<file path="config.mk">
export PLATFORM = sky130hd
export DESIGN_NAME = mcu_cmd_router_flat
export DESIGN_NICKNAME = d
export VERILOG_FILES = /design/src/rtl/mcu_pkg.sv /design/src/rtl/mcu_cmd_router_if.sv /design/src/rtl/irq_pending_reg.sv /design/src/rtl/mcu_cmd_router.sv /design/src/flat_wrapper.sv
export SDC_FILE = /design/constraint.sdc
export NUM_CORES = 1
export LEC_CHECK = 0
export CAP_MARGIN = 0
export CORE_ASPECT_RATIO = 1.1
export CORE_MARGIN = 4
export CORE_UTILIZATION = 47
export CTS_CLUSTER_DIAMETER = 40
export DETAILED_ROUTE_END_ITERATION = 8
export PLACE_DENSITY = 0.86
export SETUP_SLACK_MARGIN = 0.15
export SLEW_MARGIN = 20
export SYNTH_ARGS = -nofsm -noshare
export SYNTH_HDL_FRONTEND = slang
export SYNTH_SLANG_ARGS = --single-unit
</file>
<file path="constraint.sdc">
create_clock -name clk -period 6.51 [get_ports clk]
set_clock_uncertainty 0.15 [all_clocks]
set_input_delay 1.953 -clock clk [delete_from_list [all_inputs] [get_ports clk]]
set_output_delay 1.953 -clock clk [all_outputs]
set_load 0.02 [all_outputs]
</file>
<file path="src/rtl/mcu_pkg.sv">
// mcu_pkg: shared target IDs, router state encoding and reply constants for the MCU command path
package mcu_pkg;

    localparam int TGT_SYSCTRL = 0;
    localparam int TGT_HID     = 1;
    localparam int TGT_SDC     = 2;
    localparam int TGT_SPARE   = 3;

    localparam logic [7:0] REPLY_INVALID = 8'hFF;

    typedef enum logic [1:0] {
        ST_IDLE,
        ST_HDR,
        ST_FWD,
        ST_DROP
    } router_state_e;

endpackage

</file>
<file path="src/rtl/mcu_cmd_router_if.sv">
// mcu_cmd_router_if: MCU byte link, slave command bus and interrupt lines around the router
interface mcu_cmd_router_if #(
    parameter int NUM_TARGETS = 4
);
    logic                       mcu_strobe;
    logic                       mcu_start;
    logic [7:0]                 mcu_din;
    logic [7:0]                 mcu_dout;
    logic [NUM_TARGETS-1:0]     tgt_strobe;
    logic [NUM_TARGETS-1:0]     tgt_start;
    logic [7:0]                 tgt_din;
    logic [8*NUM_TARGETS-1:0]   tgt_dout;
    logic [7:0]                 irq_event;
    logic [7:0]                 int_pending;
    logic [7:0]                 int_ack;

    modport master (
        output mcu_strobe, mcu_start, mcu_din, tgt_dout, irq_event, int_ack,
        input  mcu_dout, tgt_strobe, tgt_start, tgt_din, int_pending
    );

    modport slave (
        input  mcu_strobe, mcu_start, mcu_din, tgt_dout, irq_event, int_ack,
        output mcu_dout, tgt_strobe, tgt_start, tgt_din, int_pending
    );

endinterface

</file>
<file path="src/rtl/irq_pending_reg.sv">
// irq_pending_reg: per-bit sticky interrupt pending register, a set pulse beats a same-cycle clear
module irq_pending_reg #(
    parameter int W = 8
) (
    input  logic         clk,
    input  logic         reset,
    input  logic [W-1:0] set,
    input  logic [W-1:0] clr,
    output logic [W-1:0] pending
);

    logic [W-1:0] pending_d, pending_q;

    // clear acknowledged bits first, then OR in new events so a set always survives
    always_comb pending_d = (pending_q & ~clr) | set;

    // pending bits register
    always_ff @(posedge clk) pending_q <= reset ? '0 : pending_d;

    assign pending = pending_q;

endmodule

</file>
<file path="src/rtl/mcu_cmd_router.sv">
// mcu_cmd_router: strips the target-ID byte of each MCU frame and streams the rest to the chosen slave
module mcu_cmd_router
    import mcu_pkg::*;
#(
    parameter int          NUM_TARGETS = 4,
    parameter logic [19:0] TIMEOUT     = 20'd1000000
) (
    input logic             clk,
    input logic             reset,
    mcu_cmd_router_if.slave bus
);

    localparam int SW = NUM_TARGETS > 1 ? $clog2(NUM_TARGETS) : 1;

    router_state_e          state_d, state_q;
    logic [SW-1:0]          sel_d, sel_q;
    logic [19:0]            cnt_d, cnt_q;
    logic [7:0]             dout_d, dout_q;
    logic [NUM_TARGETS-1:0] tgt_strobe_d, tgt_strobe_q;
    logic [NUM_TARGETS-1:0] tgt_start_d, tgt_start_q;
    logic [7:0]             tgt_din_d, tgt_din_q;

    logic                   id_ok;
    logic                   active;
    logic                   expired;
    logic [NUM_TARGETS-1:0] one_hot;
    logic [7:0]             reply;

    assign id_ok   = bus.mcu_din < 8'(NUM_TARGETS);
    assign active  = state_q == ST_HDR || state_q == ST_FWD;
    assign expired = cnt_q == TIMEOUT - 20'd1;
    assign one_hot = NUM_TARGETS'(1) << sel_q;
    assign reply   = bus.tgt_dout[{sel_q, 3'b000} +: 8];

    // frame decode: a start byte always re-targets, payload goes only to a live target,
    // and an idle stretch inside a live frame eventually abandons it
    always_comb begin
        state_d      = state_q;
        sel_d        = sel_q;
        cnt_d        = '0;
        dout_d       = dout_q;
        tgt_strobe_d = '0;
        tgt_start_d  = '0;
        tgt_din_d    = tgt_din_q;
        if (bus.mcu_strobe && bus.mcu_start) begin
            sel_d   = bus.mcu_din[SW-1:0];
            state_d = id_ok ? ST_HDR : ST_DROP;
            dout_d  = id_ok ? 8'(NUM_TARGETS) : REPLY_INVALID;
        end else if (bus.mcu_strobe) begin
            dout_d = active ? reply : REPLY_INVALID;
            if (active) begin
                tgt_strobe_d = one_hot;
                tgt_start_d  = state_q == ST_HDR ? one_hot : '0;
                tgt_din_d    = bus.mcu_din;
                state_d      = ST_FWD;
            end
        end else if (active) begin
            state_d = expired ? ST_IDLE : state_q;
            cnt_d   = expired ? '0 : cnt_q + 20'd1;
        end
    end

    // state and output registers
    always_ff @(posedge clk) begin
        if (reset) begin
            state_q      <= ST_IDLE;
            sel_q        <= '0;
            cnt_q        <= '0;
            dout_q       <= 8'h00;
            tgt_strobe_q <= '0;
            tgt_start_q  <= '0;
            tgt_din_q    <= 8'h00;
        end else begin
            state_q      <= state_d;
            sel_q        <= sel_d;
            cnt_q        <= cnt_d;
            dout_q       <= dout_d;
            tgt_strobe_q <= tgt_strobe_d;
            tgt_start_q  <= tgt_start_d;
            tgt_din_q    <= tgt_din_d;
        end
    end

    assign bus.mcu_dout   = dout_q;
    assign bus.tgt_strobe = tgt_strobe_q;
    assign bus.tgt_start  = tgt_start_q;
    assign bus.tgt_din    = tgt_din_q;

    irq_pending_reg #(.W(8)) u_irq (
        .clk     (clk),
        .reset   (reset),
        .set     (bus.irq_event),
        .clr     (bus.int_ack),
        .pending (bus.int_pending)
    );

endmodule

</file>
<file path="src/flat_wrapper.sv">
// flat-port wrapper written by rule: the top's interface ports become plain ports
module mcu_cmd_router_flat import mcu_pkg::*;
#(
    parameter int          NUM_TARGETS = 4,
    parameter logic [19:0] TIMEOUT     = 20'd1000000
)
  (clk, reset, bus_mcu_strobe, bus_mcu_start, bus_mcu_din, bus_tgt_dout, bus_irq_event, bus_int_ack, bus_mcu_dout, bus_tgt_strobe, bus_tgt_start, bus_tgt_din, bus_int_pending);
  mcu_cmd_router_if #(.NUM_TARGETS(NUM_TARGETS)) bus_i ();
  input logic clk;
  input logic reset;
  input wire logic [$bits(bus_i.mcu_strobe)-1:0] bus_mcu_strobe;
  input wire logic [$bits(bus_i.mcu_start)-1:0] bus_mcu_start;
  input wire logic [$bits(bus_i.mcu_din)-1:0] bus_mcu_din;
  input wire logic [$bits(bus_i.tgt_dout)-1:0] bus_tgt_dout;
  input wire logic [$bits(bus_i.irq_event)-1:0] bus_irq_event;
  input wire logic [$bits(bus_i.int_ack)-1:0] bus_int_ack;
  output wire logic [$bits(bus_i.mcu_dout)-1:0] bus_mcu_dout;
  output wire logic [$bits(bus_i.tgt_strobe)-1:0] bus_tgt_strobe;
  output wire logic [$bits(bus_i.tgt_start)-1:0] bus_tgt_start;
  output wire logic [$bits(bus_i.tgt_din)-1:0] bus_tgt_din;
  output wire logic [$bits(bus_i.int_pending)-1:0] bus_int_pending;
  assign bus_i.mcu_strobe = bus_mcu_strobe;
  assign bus_i.mcu_start = bus_mcu_start;
  assign bus_i.mcu_din = bus_mcu_din;
  assign bus_i.tgt_dout = bus_tgt_dout;
  assign bus_i.irq_event = bus_irq_event;
  assign bus_i.int_ack = bus_int_ack;
  assign bus_mcu_dout = bus_i.mcu_dout;
  assign bus_tgt_strobe = bus_i.tgt_strobe;
  assign bus_tgt_start = bus_i.tgt_start;
  assign bus_tgt_din = bus_i.tgt_din;
  assign bus_int_pending = bus_i.int_pending;
  mcu_cmd_router #(.NUM_TARGETS(NUM_TARGETS), .TIMEOUT(TIMEOUT)) u_core (.clk(clk), .reset(reset), .bus(bus_i));
endmodule
</file>
==> results.md <==
- Asr flop ratio synth: 0
- Commonest non-fill, non-tap cell in the layout: clkdlybuf4s50_1
- Library cells used by synthesis: 40
- Die width: 76.5 um
- Clk Latency, worst-skew pair: 0.31 ns
- CP max-delay cell: clkdlybuf4s50_1
- Peak Freq: 0.265 GHz
- Status: complete, no violations
- Die area: 6380 um2
- Crit Path Class: in2reg
- Simple-gate share of the synthesized area: 0.240
- Crit path max-delay family: simple AND/OR/NAND/NOR gates
- Post-cts sizing count: 0
- Synth Instances: 273
- Core area: 5000 um2
- Clock root cell: clkbuf_8
- Main combinational cell family by area after synthesis: simple AND/OR/NAND/NOR gates
- Max-slew violation count: 0
- Synth warn: 0
- CP Buf/Inv Count: 2
- Syn Area/Cell: 8.90 um2
- Fin crit period: 3.78 ns
- Leak: 1.18 nW
- # hold bufs at CTS: 0
- Clock sink count: 56
- First-pass GRT wire length: 10800 um
- #FFs+latches synth: 56
- I/O Pins: 92
- Kind of end point of the critical path: flop
- Die Height: 83.4 um
- Gr usage total: 0.210
- Final period util: 0.580
- Synth Area in Compound Gates: 0.132
- Worst R2R Path Depth: 4
- Synth Area in Adders: 0.0103
- Fillers: 394
- Initial antenna violation count: 0
- Htree depth: 2
- Sum of negative setup slack: 0 ns
- Startpoint Class: input port
- CP max stage delay: 0.85 ns
- Iter 0 DRT Violations: 114
- WP data required: 6.59 ns
- Port bufs: 91
- RSZ-0062 raised after global routing: false
- Hold path cells: 2
- Crit path arrival time: 3.86 ns
- # setup viols final: 0
- CTS buffer count: 5
- Reg2reg setup slack: 4.25 ns
- Initial Util: 0.486
- Clock Pin Slew Worst Setup and Hold Paths: 0.09 ns
- XOR/XNOR Fraction of Synth Area: 0.0397
- Post-CTS setup buffers: 0
- Hold Vio Cnt, Final: 0
- Slew @ Worst Pin: 0.757 ns
- Max_slew headroom: 0.495
- DP HPWL: 4970 um
- Critical-path cell list: clkdlybuf4s50_1 > or4b_2 > inv_1 > nand2_1 > nor3_1
- Crit. path cell count: 5
- Critical-path maximum fanout: 21
- Main synth FF type: dfxtp_1
- Largest net degree at the start of global routing: 31
- Worst VDD drop: 0.000139 V
- # DRC: 0
- Pwr/cell area: 201 nW/um2
- Mux cell area share after synthesis: 0.0742
- GRT overflow: 0
- Post-Syn Nets: 335
- Row count: 27
- Vias per cell: 5.43
- Ratio of cells with drive above 1 in the final layout: 0.0667
- Layout area overhead: 42.9%
- Vias in the first global route: 2208
- Via count: 2270
- Post-synth EDFFs: 0
- Max cap viols: 0
- Seq/Total Area, Yosys: 0.462
- First-pass iteration count of the detailed router: 4
- Routed Antenna Nets: 0
- Nets: 421
- Synth Cell Area: 2430 um2
- Min Hold Slack: 0.311 ns
- CTS Buffer Depth: 2
- Gpl congestion: 0.767
- Most frequent cells in the layout: 91 x clkdlybuf4s50_1, 56 x dfxtp_1, 35 x a21oi_1
- Routed WL per cell: 15.3 um
- CTS tree: yes
- Final WL: 6380 um
- Antenna cells: 0
- Worst Hold Class: reg2reg
[metal layers]
layer	wire, um	track usage
met5	0	0
met4	148	0.0807
met3	409	0.0575
met2	3090	0.364
met1	2730	0.245
[layout make-up]
cell class | instances | area (um2) | share of cell area
repair buffers | 92 | 918 | 0.265
flip-flops and latches | 56 | 1120 | 0.323
well taps | 58 | 72.6 | 0.0209
multi-input cells | 192 | 1200 | 0.347
inverters | 12 | 45.0 | 0.0130
clock buffers | 6 | 72.6 | 0.0209
clock inverters | 2 | 35.0 | 0.0101
[synthesized netlist by cell type (3+ instances only)]
| master | count | area share |
|---|---|---|
| or4_1 | 5 | 0.015 |
| nand2_1 | 31 | 0.048 |
| nor3_1 | 5 | 0.010 |
| nor2_1 | 28 | 0.043 |
| xnor2_1 | 7 | 0.025 |
| xor2_1 | 4 | 0.014 |
| o31ai_1 | 3 | 0.0093 |
| inv_1 | 12 | 0.019 |
| a21oi_1 | 35 | 0.072 |
| clkbuf_1 | 9 | 0.014 |
| dfxtp_1 | 56 | 0.46 |
| nand4_1 | 3 | 0.0077 |
| mux4_2 | 8 | 0.074 |
| o21ai_0 | 12 | 0.025 |
| nand2b_1 | 9 | 0.023 |
| nor4_1 | 4 | 0.010 |
| nand3_1 | 13 | 0.027 |
[state kept, by name, indices dropped and copies added (netlist names)]
register	flops
u_core.bus.mcu_dout	8
u_core.cnt_q	20
u_core.state_q	2
u_core.bus.tgt_din	8
u_core.bus.tgt_strobe	4
u_core.bus.tgt_start	4
u_core.u_irq.pending	8
u_core.sel_q	2
[worst paths after layout]
kind / start / end
worst max-delay path: bus_mcu_strobe / u_core.bus.tgt_start[0]
worst min-delay path: u_core.bus.tgt_din[3] / u_core.bus.tgt_din[3]
worst max register to register: u_core.cnt_q[13] / u_core.cnt_q[2]
worst min register to register: u_core.bus.tgt_din[3] / u_core.bus.tgt_din[3]
[per-stage QoR]
| stage | utilization | total power [mW] | cell area (um2) | setup slack (ns) | instances |
|---|---|---|---|---|---|
| 2_1_floorplan | - | 0.419 | 2430 | 3.17 | 273 |
| 3_3_place_gp | 0.672 | 0.480 | 3360 | 2.47 | 410 |
| 3_5_place_dp | 0.672 | 0.483 | 3360 | 2.41 | 410 |
| 4_1_cts | 0.694 | 0.702 | 3470 | 2.74 | 418 |
| 5_1_grt | 0.694 | 0.725 | 3470 | 2.54 | 418 |
| 6_report | 0.694 | 0.697 | 3470 | 2.73 | 418 |
[worst min-delay path, cell delays in order, from the launching register on]
cell     delay (ns)
dfxtp_1        0.32
nand2_1        0.05
a21oi_1        0.05
[cells by family after synthesis]
group	Yosys count
AND/OR/NAND/NOR	114
flip-flops	56
AO/OA/AOI/OAI	57
adder cells (fa/ha/maj)	2
multiplexers	8
XOR/XNOR	11
buffers and inverters	25
[report_power, final]
part / switching, mW / internal [mW]
logic: 0.0469 / 0.0655
registers: 0.00884 / 0.354
clock network: 0.108 / 0.114
Note: power is estimated with default switching activity, not from simulation.
